[src/rtl/bcd_disp_pkg.sv]
// bcd_disp_pkg: active-low 7-segment codes {g..a} for digits 0..9 and blank, plus bcd_valid() digit range check
package bcd_disp_pkg;
  localparam int MAX_DIGITS = 6;
  localparam logic [6:0] SEG_0 = 7'b100_0000;
  localparam logic [6:0] SEG_1 = 7'b111_1001;
  localparam logic [6:0] SEG_2 = 7'b010_0100;
  localparam logic [6:0] SEG_3 = 7'b011_0000;
  localparam logic [6:0] SEG_4 = 7'b001_1001;
  localparam logic [6:0] SEG_5 = 7'b001_0010;
  localparam logic [6:0] SEG_6 = 7'b000_0010;
  localparam logic [6:0] SEG_7 = 7'b111_1000;
  localparam logic [6:0] SEG_8 = 7'b000_0000;
  localparam logic [6:0] SEG_9 = 7'b001_0000;
  localparam logic [6:0] SEG_BLANK = 7'b111_1111;
  function automatic logic bcd_valid(input logic [4*MAX_DIGITS-1:0] v);
    bcd_valid = 1'b1;
    for (int i = 0; i < MAX_DIGITS; i++)
      if (v[4*i+:4] > 4'd9) bcd_valid = 1'b0;
  endfunction
endpackage

[src/rtl/seg7_dec.sv]
// seg7_dec: combinational decoder, bcd[3:0] in, seg[6:0] active-low {g..a} out, blank for values above 9
module seg7_dec
  import bcd_disp_pkg::*;
(
  input  logic [3:0] bcd,
  output logic [6:0] seg
);
  always_comb begin
    case (bcd)
      4'd0: seg = SEG_0;
      4'd1: seg = SEG_1;
      4'd2: seg = SEG_2;
      4'd3: seg = SEG_3;
      4'd4: seg = SEG_4;
      4'd5: seg = SEG_5;
      4'd6: seg = SEG_6;
      4'd7: seg = SEG_7;
      4'd8: seg = SEG_8;
      4'd9: seg = SEG_9;
      default: seg = SEG_BLANK;
    endcase
  end
endmodule

[src/rtl/bcd_cnt_mod_prog.sv]
// bcd_cnt_mod_prog: N-digit BCD up/down counter; sys_clk/sys_rst, cnt_en/cnt_dir control, mod_load/mod_value modulus load, num_bcd/seg/tick/wrap/mod_err outputs
module bcd_cnt_mod_prog
  import bcd_disp_pkg::*;
#(
  parameter int DIGITS = 3,
  parameter int DIV_WIDTH = 26,
  parameter int DIV_COEFF = 50_000_000,
  parameter logic [4*DIGITS-1:0] MOD_DEFAULT = 12'h149
) (
  input  logic                  sys_clk,
  input  logic                  sys_rst,
  input  logic                  cnt_en,
  input  logic                  cnt_dir,
  input  logic                  mod_load,
  input  logic [4*DIGITS-1:0]   mod_value,
  output logic [4*DIGITS-1:0]   num_bcd,
  output logic [7*DIGITS-1:0]   seg,
  output logic                  tick,
  output logic                  wrap,
  output logic                  mod_err
);
  localparam int W = 4 * DIGITS;
  logic [DIV_WIDTH-1:0] div;
  logic [W-1:0] mod_reg, up, dn, nxt;
  logic [7*DIGITS-1:0] seg_c;
  logic div_last, tick_now, at_end, ld_ok;
  assign div_last = div == DIV_WIDTH'(DIV_COEFF - 1);
  assign tick_now = cnt_en && div_last;
  always_comb begin
    logic c, b;
    c = 1'b1;
    b = 1'b1;
    up = num_bcd;
    dn = num_bcd;
    for (int i = 0; i < DIGITS; i++) begin
      up[4*i+:4] = c ? (num_bcd[4*i+:4] == 4'd9 ? 4'd0 : num_bcd[4*i+:4] + 4'd1) : num_bcd[4*i+:4];
      dn[4*i+:4] = b ? (num_bcd[4*i+:4] == 4'd0 ? 4'd9 : num_bcd[4*i+:4] - 4'd1) : num_bcd[4*i+:4];
      c = c && num_bcd[4*i+:4] == 4'd9;
      b = b && num_bcd[4*i+:4] == 4'd0;
    end
  end
  assign at_end = cnt_dir ? num_bcd == '0 : num_bcd == mod_reg;
  assign nxt = at_end ? (cnt_dir ? mod_reg : '0) : (cnt_dir ? dn : up);
  assign ld_ok = bcd_valid((4*MAX_DIGITS)'(mod_value));
  for (genvar g = 0; g < DIGITS; g++) begin : g_dec
    seg7_dec u_dec (.bcd(num_bcd[4*g+:4]), .seg(seg_c[7*g+:7]));
  end
  always_ff @(posedge sys_clk) begin
    if (sys_rst) begin
      div <= '0;
      num_bcd <= '0;
      mod_reg <= MOD_DEFAULT;
      tick <= 1'b0;
      wrap <= 1'b0;
      mod_err <= 1'b0;
      seg <= {DIGITS{SEG_0}};
    end else begin
      if (cnt_en) div <= div_last ? '0 : div + 1'b1;
      tick <= tick_now && !mod_load;
      wrap <= tick_now && !mod_load && at_end;
      seg <= seg_c;
      if (mod_load) begin
        if (ld_ok) begin
          mod_reg <= mod_value;
          mod_err <= 1'b0;
          if (num_bcd > mod_value) num_bcd <= '0;
        end else begin
          mod_err <= 1'b1;
        end
      end else if (tick_now) begin
        num_bcd <= nxt;
      end
    end
  end
endmodule

[config.mk]
export PLATFORM = sky130hd
export DESIGN_NAME = bcd_cnt_mod_prog
export DESIGN_NICKNAME = d
export VERILOG_FILES = /design/src/rtl/bcd_disp_pkg.sv /design/src/rtl/seg7_dec.sv /design/src/rtl/bcd_cnt_mod_prog.sv
export SDC_FILE = /design/constraint.sdc
export NUM_CORES = 1
export LEC_CHECK = 0
export ABC_CLOCK_PERIOD_IN_PS = 3400
export BUFFER_PORTS_ARGS = -buffer_cell sky130_fd_sc_hd__buf_2
export CAP_MARGIN = 5
export CORE_MARGIN = 8
export CORE_UTILIZATION = 25
export CTS_CLUSTER_SIZE = 30
export DETAILED_ROUTE_END_ITERATION = 12
export PLACE_DENSITY = 0.5
export SKIP_LAST_GASP = 1
export SLEW_MARGIN = 20
export SYNTH_ARGS = -nofsm -noshare
export SYNTH_HDL_FRONTEND = slang
export SYNTH_HIERARCHICAL = 1
export SYNTH_SLANG_ARGS = --single-unit
[constraint.sdc]
create_clock -name sys_clk -period 3.4 [get_ports sys_clk]
set_input_delay 0.85 -clock sys_clk [delete_from_list [all_inputs] [get_ports sys_clk]]
set_output_delay 0.85 -clock sys_clk [all_outputs]
set_load 0.01 [all_outputs]
# After elaboration in Yosys (flattened, before gate mapping)
# Memories as Yosys holds them, arrays and structs flattened. A register that Yosys moved wholly into a read port is not among the register bits.
# Index checks and enable logic that the tools add are counted.
# op_classes
magnitude_cmp	4
add_sub_neg	7
n_reduce_logical	17
n_mux	23
n_eq_ne	9
# op_table
cell	count
12-bit two-way mux	7
4-bit two-way mux	10
26-bit by 1-bit adder with 26-bit output (second input constant)	1
26-bit == test (second input constant)	1
26-bit two-way mux	1
4-bit by 1-bit adder with 4-bit output (second input constant)	3
12-bit == test	1
4-bit == test (second input constant)	3
12-bit > comparator	1
4-bit > comparator (second input constant)	3
12-bit logical NOT	1
4-bit logical NOT	3
4-bit by 1-bit subtractor with 4-bit output (second input constant)	3
5-bit AND reduction	2
4-bit by 1-bit inequality test with 1-bit output (second input constant)	2
4-bit nonzero test	2
1-bit logical AND	5
1-bit two-way mux	5
2-bit by 1-bit inequality test with 1-bit output (second input constant)	2
3-bit AND reduction	1
2-bit AND reduction	1
2-bit nonzero test	1
1-bit logical NOT	1
# totals
output_inout_bits	36
n_memories	3
in_bits	17
register_bits	53
rom_bits	336
# mem_list
memory	words	width	rd	rd_ports_with_merged_regs	wr	line_no	text
(no name shown)	16	7	1	1	0	seg7_dec.sv:9	case (bcd)
(no name shown)	16	7	1	1	0	seg7_dec.sv:9	
(no name shown)	16	7	1	1	0	seg7_dec.sv:9	

# Logic depth before layout (Yosys ltp)
# depth
ltp_word	7
mapped_depth	9
mapped_depth_nobuf	9

# By module
# Netlist, hierarchy kept.
# by_module_without_submodules
module	n_inst	cells_each	area_each_um2
bcd_cnt_mod_prog	1	465	3967.6
seg7_dec	3	31	200.2

# Worst setup path after synthesis
# OpenSTA, ideal clock, no wires.
# synth_path
path_type	input-to-reg
from	input port cnt_dir
to	register num_bcd[5]
cell_stages	7
t_required_ns	3.330
n_path_buf	1
t_arrival_ns	2.722
setup_ns	0.070
setup_slack_ns	0.608
path_cell_list	clkbuf_1 > inv_2 > nor4_4 > o21bai_2 > mux2_1 > or3_1 > a21oi_1
# synth_via
elab_chain_len	4
# synth_rtl
element	line_no	text
start: declaration	bcd_cnt_mod_prog.sv:13	input logic cnt_dir,
branches (longest 4 deep; another with 5-bit AND reduction)	n/a	
end signal: assignment	bcd_cnt_mod_prog.sv:71	num_bcd <= nxt;
end: declaration	bcd_cnt_mod_prog.sv:16	output logic [4*DIGITS-1:0] num_bcd,
# Parallel ways; which one is timed is not known. The select of a mux whose other input is x is not followed.
# A chain may end at the register's enable or synchronous reset.

# Worst setup path after layout
# layout_path
from	register num_bcd[6]
to	register num_bcd[4]
# layout_via
elab_chain_len	7
# layout_rtl
element
branches (longest 7 deep; another with 12-bit > comparator)
# Parallel ways; which one is timed is not known. The select of a mux whose other input is x is not followed.

==> summary.md <==
| Metric | Value |
|---|---|
| Tot Pwr | 0.001899 W |
| Max Root-Sink Buffers | 2 |
| Worst EP arrival | about 2.8 ns |
| Post-CTS Hold Fix Bufs | 0 |
| Origin of the critical flop-to-flop path | num_bcd[6] |
| H-tree lvl count | 3 |
| Hold Fails Final Rpt | 0 |
| Simple-gate area share of the yosys netlist | 25.75% |
| Register-to-Register Path Depth | 8 |
| Setup Buffers After CTS | 0 |
| Largest registers | div (26), seg (21) |
| Largest net degree at the start of global routing | 31 |
| Register area share after synthesis | ~32% |
| Max-Cap Viols | 0 |
| DRC | 0 |
| Worst-path fanout max | 21 |
| FMAX | just under 400 MHz |
| Initial Util | 25.43% |
| Post-layout net count | between 600 and 700 |
| I/O pins | 53 |
| Clock network latency to the later pin of the worst-skew pair | between 0.3 and 0.4 ns |
| Root Driver | clkbuf_16 |
| Compound-Gate Fraction of Synth Area | 15.37% |
| Multiplexer share of the synthesized area | around 2% |
| Vias in the first global route | approximately 3600 |
| P per Cell Area | 355.5 mW/mm^2 |
| Ys flop type | dfxtp_1 |
| ANT cells | 0 |
| Die W | approximately 150 um |
| DR pass1 iterations | 5 |
| CP startpoint | num_bcd[6] |
| Row cnt | ~50 |
| PortBufs | between 50 and 60 |
| Core area | 0.01796 mm^2 |
| Setup TNS Final | 0 ns |
| Layout cells sized above 1 | between 10% and 20% |
| Total Wirelength | about 11000 um |
| CTS buffer count | 9 |
| Initial antenna violation count | 0 |
| Status | complete, no violations |
| Routability cong. | around 0.76 |
| Post-synthesis adder-cell area fraction | between 10% and 20% |
| GRT Overall Usage | 10.36% |
| DP Wirelength | about 8500 um |
| Max reg flops | 26 |
| Post-Syn Instances | about 560 |
| FFs w/ async S/R, synth | 0% |
| Most common cell after layout, fill and taps aside | nor2_1 |
| Syn Area/Cell | roughly 8.2 um^2 |
| Post-route ant nets | 0 |
| RSZ-0062 raised after global routing | no |
| CP Capture Type | flop |
| Req. time, crit path | 3.68 ns |
| Via-to-Cell Ratio | between 4 and 5 |
| Leakage | between 2 and 2.5 nW |
| Worst Clk Skew | about 0.0081 ns |
| Post-Syn Nets | a little over 600 |
| Die area | about 0.023 mm^2 |
| PostCTS Resize Cnt | 0 |
| Pins Over Slew Limit | 0 |
| Final period util | 75.21% |
| Count of unique library cells instantiated by Yosys | 63 |
| WL/cell | between 10 and 15 um |
| XOR/XNOR Fraction of Synth Area | under 10% |
| Via count | roughly 3800 |
| Clock slew at reported path FFs | 0.06 ns |
| Largest family of logic cells by synthesized area | simple AND/OR/NAND/NOR gates |
| Worst setup SP type | flop |
| Fillers | 1943 |
| EDFF count, synth | 0 |
| Max IR drop VDD | roughly 0.00024 V |
| Hold Path Depth | 2 |
| Initial DRC count | around 190 |
| Die height | 151.2 um |
| DP Worst Slack | around 0.63 ns |
| Synth Warn # | 6 |
| Synth Register Bits | 74 |
| Count of final setup violators | 0 |
| Period minus WS final | roughly 2.6 ns |
| CTS tree | done |
| Most flops, register | div |
| Critical path type | flop to flop |
| Commonest non-fill, non-tap cells in the layout | nor2_1 (75), dfxtp_1 (74), buf_2 (52) |
| Clk sinks | 74 |
| Hold_sp | mod_err |
| First-pass GRT wire length | approximately 19000 um |
| PnR worst setup slack | ~0.84 ns |
| Min-Delay Path Class | flop to flop |
| Post-Syn Area | 0.004568 mm^2 |
| Slew margin rel. | 46.48% |
| GRT Residual Overflow | 0 |
| Area Growth Syn to Fin | 16.93% |
| Worst Max-Slew Pin Slew | ~0.8 ns |
-- worst max-delay path, cell delays in order, from the launching register on --
cell and delay [ns]:
dfxtp_1 0.84, ha_1 0.24, nand2_1 0.05, o21ai_1 0.19
nand2b_1 0.09, a311o_1 0.39, o2bb2ai_2 0.18, or3b_1 0.38
a21oi_1 0.12
-- per-layer routing --
metal	part of all wire, %	track usage (%)	vias to the layer above
met5	0	0	-
met4	1.1	3.612	0
met3	6.0	3.167	10
met2	44	15.85	82
met1	49	13.51	1738
li1	-	-	2005
-- final timing paths --
| path | end | slack [ns] |
|---|---|---|
| worst max-delay path | num_bcd[4] | 0.84 |
| worst max register to register | num_bcd[4] | 0.84 |
| worst min-delay path | mod_err | 0.49 |
| worst min register to register | mod_err | 0.49 |
-- final cells by class --
class                   count  area (um^2)  share of cell area [%]
clock buffers               9        225.2                   4.216
flip-flops and latches     74         1481                   27.73
clock inverters             7        52.55                  0.9838
multi-input cells         422         2806                   52.54
well taps                 229        286.5                   5.364
repair buffers             64        350.3                   6.559
inverters                  37        138.9                   2.600
-- Yosys cell counts, types with 6 or more instances --
master / n / area share, %
dfxtp_1: 74 / 32
nand3_1: 11 / 1.2
inv_1: 36 / 3.0
xnor2_1: 14 / 2.7
ha_1: 38 / 10
nand2b_1: 12 / 1.6
o21ai_0: 26 / 2.8
mux2i_1: 6 / 1.3
clkbuf_1: 19 / 1.6
nor2_1: 75 / 6.2
nor2b_1: 22 / 3.0
xor2_1: 27 / 5.2
a21oi_1: 42 / 4.6
nand2_1: 46 / 3.8
nand4_1: 12 / 1.6
-- logic make-up after synthesis --
group / after synthesis
simple gates: 224
compound gates: 111
flops: 74
buf+inv: 62
xor+xnor: 41
fa+ha+maj: 38
mux: 8
-- report_power, final --
part           leakage [nW]  internal, W  switching, W
clock                 0.136     0.000499      0.000402
combinational          1.53    0.0000436     0.0000668
sequential            0.598     0.000877     0.0000105
total                  2.26      0.00142      0.000480
-- stage by stage --
stage | utilization, % | area [um^2] | hold slack [ns] | std cells
after CTS | 29.73 | 5341 | 0.4961 | 842
after global placement | 28.19 | 5064 | 0.4827 | 826
after global routing | 29.73 | 5341 | 0.5145 | 842
final | 29.73 | 5341 | 0.4917 | 842
after detailed placement | 28.19 | 5064 | 0.4826 | 826
after floorplan | - | 4568 | 0.4712 | 558
Power figures use the tool's default switching activity.
